===== src/rtl/otter_cu_fsm.sv =====
// ---------------------------------------------------------------------------
// otter_cu_fsm
//   Multicycle control-unit state machine for the OTTER RV32I core.
//   Sequences INIT -> FETCH -> EXEC [-> WB] [-> TRAP] -> FETCH and produces
//   the datapath strobes. It decides only *when* the PC register updates;
//   the next-PC source is chosen elsewhere.
//
// Parameters
//   ENABLE_INTR : 0 ignores CU_intr completely, so TRAP is never entered.
//   INIT_CYCLES : number of cycles spent in INIT after reset (>= 1).
//
// Ports
//   CU_clk        in   clock, all state changes on the rising edge
//   CU_rst        in   synchronous active-high reset, beats every other event
//   CU_opcode     in   instruction[6:0]
//   CU_func3      in   instruction[14:12]
//   CU_intr       in   external interrupt request (level)
//   CU_mie        in   machine interrupt enable from the CSR file
//   CU_PC_write   out  PC register write enable (one pulse per instr / trap)
//   CU_regWrite   out  register-file write enable
//   CU_memWE2     out  data-memory write enable
//   CU_memRDEN1   out  instruction-memory read enable
//   CU_memRDEN2   out  data-memory read enable
//   CU_rf_reset   out  register-file / datapath clear
//   CU_csr_WE     out  CSR write enable
//   CU_int_taken  out  trap entry strobe
//   CU_mret_exec  out  mret strobe
//   CU_state      out  current state code (debug):
//                      INIT=0 FETCH=1 EXEC=2 WB=3 TRAP=4, 5-7 illegal
//
// Outputs are decoded combinationally from the state register (plus
// opcode/func3 while in EXEC); every output not named for a state is 0.
// ---------------------------------------------------------------------------
module otter_cu_fsm #(
  parameter int ENABLE_INTR = 1,
  parameter int INIT_CYCLES = 1
) (
  input  logic       CU_clk,
  input  logic       CU_rst,
  input  logic [6:0] CU_opcode,
  input  logic [2:0] CU_func3,
  input  logic       CU_intr,
  input  logic       CU_mie,
  output logic       CU_PC_write,
  output logic       CU_regWrite,
  output logic       CU_memWE2,
  output logic       CU_memRDEN1,
  output logic       CU_memRDEN2,
  output logic       CU_rf_reset,
  output logic       CU_csr_WE,
  output logic       CU_int_taken,
  output logic       CU_mret_exec,
  output logic [2:0] CU_state
);

  typedef enum logic [2:0] {
    ST_INIT  = 3'd0,
    ST_FETCH = 3'd1,
    ST_EXEC  = 3'd2,
    ST_WB    = 3'd3,
    ST_TRAP  = 3'd4
  } state_t;

  localparam logic [6:0] OPC_LOAD   = 7'b0000011;
  localparam logic [6:0] OPC_STORE  = 7'b0100011;
  localparam logic [6:0] OPC_BRANCH = 7'b1100011;
  localparam logic [6:0] OPC_OP     = 7'b0110011;
  localparam logic [6:0] OPC_OPIMM  = 7'b0010011;
  localparam logic [6:0] OPC_LUI    = 7'b0110111;
  localparam logic [6:0] OPC_AUIPC  = 7'b0010111;
  localparam logic [6:0] OPC_JAL    = 7'b1101111;
  localparam logic [6:0] OPC_JALR   = 7'b1100111;
  localparam logic [6:0] OPC_SYSTEM = 7'b1110011;

  // Last value of the INIT counter before moving on to FETCH.
  localparam logic [31:0] INIT_LAST = 32'(INIT_CYCLES - 1);

  state_t      r_state;
  logic [31:0] r_init_cnt;
  logic        r_intr_latch;

  logic w_req;
  logic w_pending;
  logic w_is_load;

  // A qualified request is remembered in r_intr_latch so a pulse that drops
  // before the instruction boundary still gets serviced.
  assign w_req     = CU_intr & CU_mie & (ENABLE_INTR != 0);
  assign w_pending = r_intr_latch | w_req;
  assign w_is_load = (CU_opcode == OPC_LOAD);

  always_ff @(posedge CU_clk) begin
    if (CU_rst) begin
      r_state      <= ST_INIT;
      r_init_cnt   <= 32'd0;
      r_intr_latch <= 1'b0;
    end else begin
      // Requests seen during TRAP are dropped; the latch empties as TRAP exits.
      if (r_state == ST_TRAP) begin
        r_intr_latch <= 1'b0;
      end else begin
        r_intr_latch <= r_intr_latch | w_req;
      end

      case (r_state)
        ST_INIT: begin
          if (r_init_cnt == INIT_LAST) begin
            r_state    <= ST_FETCH;
            r_init_cnt <= 32'd0;
          end else begin
            r_init_cnt <= r_init_cnt + 32'd1;
          end
        end
        ST_FETCH: r_state <= ST_EXEC;
        ST_EXEC: begin
          // A load is not an instruction boundary yet; it finishes in WB.
          if (w_is_load) begin
            r_state <= ST_WB;
          end else if (w_pending) begin
            r_state <= ST_TRAP;
          end else begin
            r_state <= ST_FETCH;
          end
        end
        ST_WB:   r_state <= w_pending ? ST_TRAP : ST_FETCH;
        ST_TRAP: r_state <= ST_FETCH;
        default: begin
          // Illegal codes recover through a fresh INIT sequence.
          r_state    <= ST_INIT;
          r_init_cnt <= 32'd0;
        end
      endcase
    end
  end

  always_comb begin
    CU_PC_write  = 1'b0;
    CU_regWrite  = 1'b0;
    CU_memWE2    = 1'b0;
    CU_memRDEN1  = 1'b0;
    CU_memRDEN2  = 1'b0;
    CU_rf_reset  = 1'b0;
    CU_csr_WE    = 1'b0;
    CU_int_taken = 1'b0;
    CU_mret_exec = 1'b0;
    case (r_state)
      ST_INIT:  CU_rf_reset = 1'b1;
      ST_FETCH: CU_memRDEN1 = 1'b1;
      ST_EXEC: begin
        case (CU_opcode)
          OPC_LOAD:   CU_memRDEN2 = 1'b1;
          OPC_STORE: begin
            CU_memWE2   = 1'b1;
            CU_PC_write = 1'b1;
          end
          OPC_BRANCH: CU_PC_write = 1'b1;
          OPC_OP, OPC_OPIMM, OPC_LUI, OPC_AUIPC, OPC_JAL, OPC_JALR: begin
            CU_PC_write = 1'b1;
            CU_regWrite = 1'b1;
          end
          OPC_SYSTEM: begin
            CU_PC_write = 1'b1;
            if (CU_func3 == 3'b000) begin
              CU_mret_exec = 1'b1;
            end else if (CU_func3 == 3'b001 || CU_func3 == 3'b010 ||
                         CU_func3 == 3'b011) begin
              CU_regWrite = 1'b1;
              CU_csr_WE   = 1'b1;
            end
          end
          // Unknown opcodes retire as a NOP.
          default:    CU_PC_write = 1'b1;
        endcase
      end
      ST_WB: begin
        CU_regWrite = 1'b1;
        CU_PC_write = 1'b1;
      end
      ST_TRAP: begin
        CU_int_taken = 1'b1;
        CU_PC_write  = 1'b1;
      end
      default: ;
    endcase
  end

  assign CU_state = r_state;

endmodule


===== config.mk =====
export PLATFORM = sky130hd
export DESIGN_NAME = otter_cu_fsm
export DESIGN_NICKNAME = d
export VERILOG_FILES = /design/src/rtl/otter_cu_fsm.sv
export SDC_FILE = /design/constraint.sdc
export NUM_CORES = 1
export LEC_CHECK = 0
export BUFFER_PORTS_ARGS = -buffer_cell sky130_fd_sc_hd__buf_4
export CAP_MARGIN = 20
export CORE_MARGIN = 10
export CORE_UTILIZATION = 25
export DETAILED_ROUTE_END_ITERATION = 10
export HOLD_SLACK_MARGIN = 0.05
export PLACE_DENSITY = 0.38
export SLEW_MARGIN = 10
export SYNTH_ARGS = -nofsm -noshare
export SYNTH_HDL_FRONTEND = slang
export SYNTH_SLANG_ARGS = --single-unit

===== constraint.sdc =====
create_clock -name CU_clk -period 4.6 [get_ports CU_clk]
set_input_delay 0.69 -clock CU_clk [delete_from_list [all_inputs] [get_ports CU_clk]]
set_output_delay 0.69 -clock CU_clk [all_outputs]
set_load 0.05 [all_outputs]

==> results.sh <==
export IMPL_status="completed"
export IMPL_maxSlewViolCount=0
export IMPL_crit_chain="buf_4 > nor4_1 > nor4b_1 > and2_1 > buf_4"
export IMPL_avgSynthCellArea_um2=8.125
export IMPL_grt_first_pass_wirelength_mm=8.307
export IMPL_drt_first_pass_iters=4
export IMPL_grt_antenna_before_repair=0
export IMPL_r2r_end="r_init_cnt[12]$_SDFFE_PP0N_"
export IMPL_synthMuxAreaShare=0.005380
export IMPL_cts_made_buffers=5
export IMPL_htree_levels=2
export IMPL_synthCells=229
export IMPL_synthFlopType="dfxtp_1"
export IMPL_drc=0
export IMPL_dieArea_um2=11290
export IMPL_postCtsSetupRepairBufs=0
export IMPL_start_kind="primary input"
export IMPL_yosysUniqueCellTypes=35
export IMPL_yosysSeqAreaShare=0.3874
export IMPL_rrSetupSlack_ps=2050
export IMPL_path_class="primary input to output pin"
export IMPL_grt_pass1_vias=1721
export IMPL_ys_top_cells_by_area="dfxtp_1 39%, xor2_1 11%, nor2_1 7.9%"
export IMPL_ctsResizeCount=0
export IMPL_die_h_um=106.3
export IMPL_grt_max_degree=30
export IMPL_wl_per_cell_um=13.66
export IMPL_leakage_nw=0.7617
export IMPL_crit_family="simple AND/OR/NAND/NOR gates"
export IMPL_hold_ws_ps=537.2
export IMPL_finalCritPeriodShare=0.6276
export IMPL_hold_end="r_init_cnt[31]$_SDFFE_PP0N_"
export IMPL_required_ps=3910
export IMPL_ir_drop_mv=0.1257
export IMPL_finalClockSkew_ps=5.171
export IMPL_synth_top_family_by_area="simple AND/OR/NAND/NOR gates"
export IMPL_final_cell_mix="39 x nor2_1, 36 x dfxtp_1, 26 x buf_4"
export IMPL_cpPeakStageDelay_ps=660
export IMPL_layout_commonest_cell="nor2_1"
export IMPL_critPathMaxFanout=5
export IMPL_num_vias=1692
export IMPL_dp_hpwl_mm=3.517
export IMPL_syn_nets=245
export IMPL_power_density_nw_per_um2=280.9
export IMPL_setup_viol=0
export IMPL_ant_nets=0
export IMPL_hold_class="register to register"
export IMPL_crit_path_frequent_cell="buf_4"
export IMPL_tightest_slew_ps=1076
export IMPL_yosysTopAreaCellShare=0.3874
export IMPL_initial_core_util=0.2565
export IMPL_crit_slowest_cell="nor4b_1"
export IMPL_ys_warn_count=0
export IMPL_cts_sinks=36
export IMPL_first_iter_violations=61
export IMPL_die_x_um=106.3
export IMPL_ys_ff_latch=36
export IMPL_path_clk_slew_ps=70
export IMPL_arrival_ps=2200
export IMPL_io_buffers=25
export IMPL_fp_coreArea_um2=7253
export IMPL_path_buf_inv=2
export IMPL_nNetsFinal=272
export IMPL_rsz0062_at_grt="false"
export IMPL_fillers=810
export IMPL_cts_root_buf="clkbuf_8"
export IMPL_hold_path_startpoint="r_init_cnt[31]$_SDFFE_PP0N_"
export IMPL_crit_start="CU_opcode[3]"
export IMPL_yosysTopAreaCell="dfxtp_1"
export IMPL_routed_via_density=4.753
export IMPL_drv_cap=0
export IMPL_yosys_area_share_simple=0.3598
export IMPL_async_reset_ff_frac=0
export IMPL_finalHoldViolations=0
export IMPL_layout_drive_gt1_share=0.1362
export IMPL_reg2regPathDepth=5
export IMPL_synth_compound_area_frac=0.07196
export IMPL_fmax_ghz=0.3464
export IMPL_multi_input_area_um2=1084
export IMPL_grt_usage=0.08840
export IMPL_cp_end_kind="output pin"
export IMPL_insertedDiodeCount=0
export IMPL_slew_limit_headroom=0.2829
export IMPL_area_growth_pct=20.38
export IMPL_final_min_clock_period_ps=2887
export IMPL_seq_area_um2=720.7
export IMPL_clockBufferDepth=2
export IMPL_synth_area_um2=1861
export IMPL_cts_tree="yes"
export IMPL_clk_latency_ps=280
export IMPL_io_pins=26
export IMPL_gp_congestion=0.6885
export IMPL_min_path_cells=2
export IMPL_row_count=31
export IMPL_grt_overflow=0
export IMPL_reg2reg_from="CU_state[2]$_SDFFE_PP0P_"
export IMPL_holdBufCountCts=0
export IMPL_synth_fa_ha_area_frac=0.01345
export IMPL_finalSetupTns_ps=0
export IMPL_synth_edf_count=0
export IMPL_drt_wl_total_mm=4.862
export IMPL_yosys_area_share_xor_xnor=0.1318
==> cells by family (layout without fill, tap and decap cells) <==
logic type               after synthesis  after routing
flip-flops                            36             36
multiplexers                           1              1
AND/OR/NAND/NOR                      130            130
buffers and inverters                 13             41
AO/OA/AOI/OAI                         19             19
XOR/XNOR                              28             28
adder cells (fa/ha/maj)                2              2
==> cells in the mapped netlist, types with 5 or more instances <==
cell,number
a21oi_1,7
and3_1,6
clkbuf_1,5
dfxtp_1,36
inv_1,7
nand2_1,10
nand3_1,21
nand4_1,17
nor2_1,39
nor3_1,10
nor4_1,9
xnor2_1,5
xor2_1,23
==> worst max-delay path by stage <==
stage                             end  slack, ps  cells after the start
final                     CU_memRDEN2       1710                      5
after global routing      CU_memRDEN2       1510                      5
after CTS                 CU_memRDEN2       1740                      5
after detailed placement  CU_memRDEN2       1740                      5
after global placement    CU_memRDEN2       1740                      5
after floorplan           CU_regWrite       1340                      4
==> sequential cells by signal (all words and copies together) (netlist names) <==
name,cells
r_intr_latch,1
r_init_cnt,32
CU_state,3
==> power breakdown <==
group,internal [W],switching (W)
logic,0.0000229,0.0000510
clock network,0.000122,0.000114
registers,0.000314,0.00000442
==> layout make-up <==
| type | count | area share |
|---|---|---|
| Sequential cell | 36 | 0.3218 |
| Clock buffer | 8 | 0.04022 |
| Inverter | 7 | 0.01173 |
| Multi-Input combinational cell | 180 | 0.4838 |
| Tap cell | 99 | 0.05531 |
| Timing Repair Buffer | 26 | 0.08715 |
==> stage by stage <==
| step | instances | utilization | power, W | area, um2 | worst slack [ps] |
|---|---|---|---|---|---|
| 6_report | 356 | 0.3088 | 0.0006290 | 2240 | 1713 |
| 4_1_cts | 356 | 0.3088 | 0.0006393 | 2240 | 1740 |
| 5_1_grt | 356 | 0.3088 | 0.0006548 | 2240 | 1512 |
| 2_1_floorplan | 229 | - | 0.0003754 | 1861 | 1337 |
| 3_5_place_dp | 348 | 0.2964 | 0.0004008 | 2150 | 1738 |
| 3_3_place_gp | 348 | 0.2964 | 0.0004019 | 2150 | 1737 |
==> metal layers <==
layer,vias up,wire length [um],GRT usage
li1,868,-,-
met4,0,63,0.02901
met3,5,174,0.02415
met1,800,2427,0.1127
met2,19,2197,0.1409
met5,-,0,0
==> worst min-delay path, stage by stage (launching register included) <==
cell and delay [ps]:
dfxtp_1 360, xor2_1 80, nor2_1 70
No activity file was read; power rests on OpenSTA's default activity.
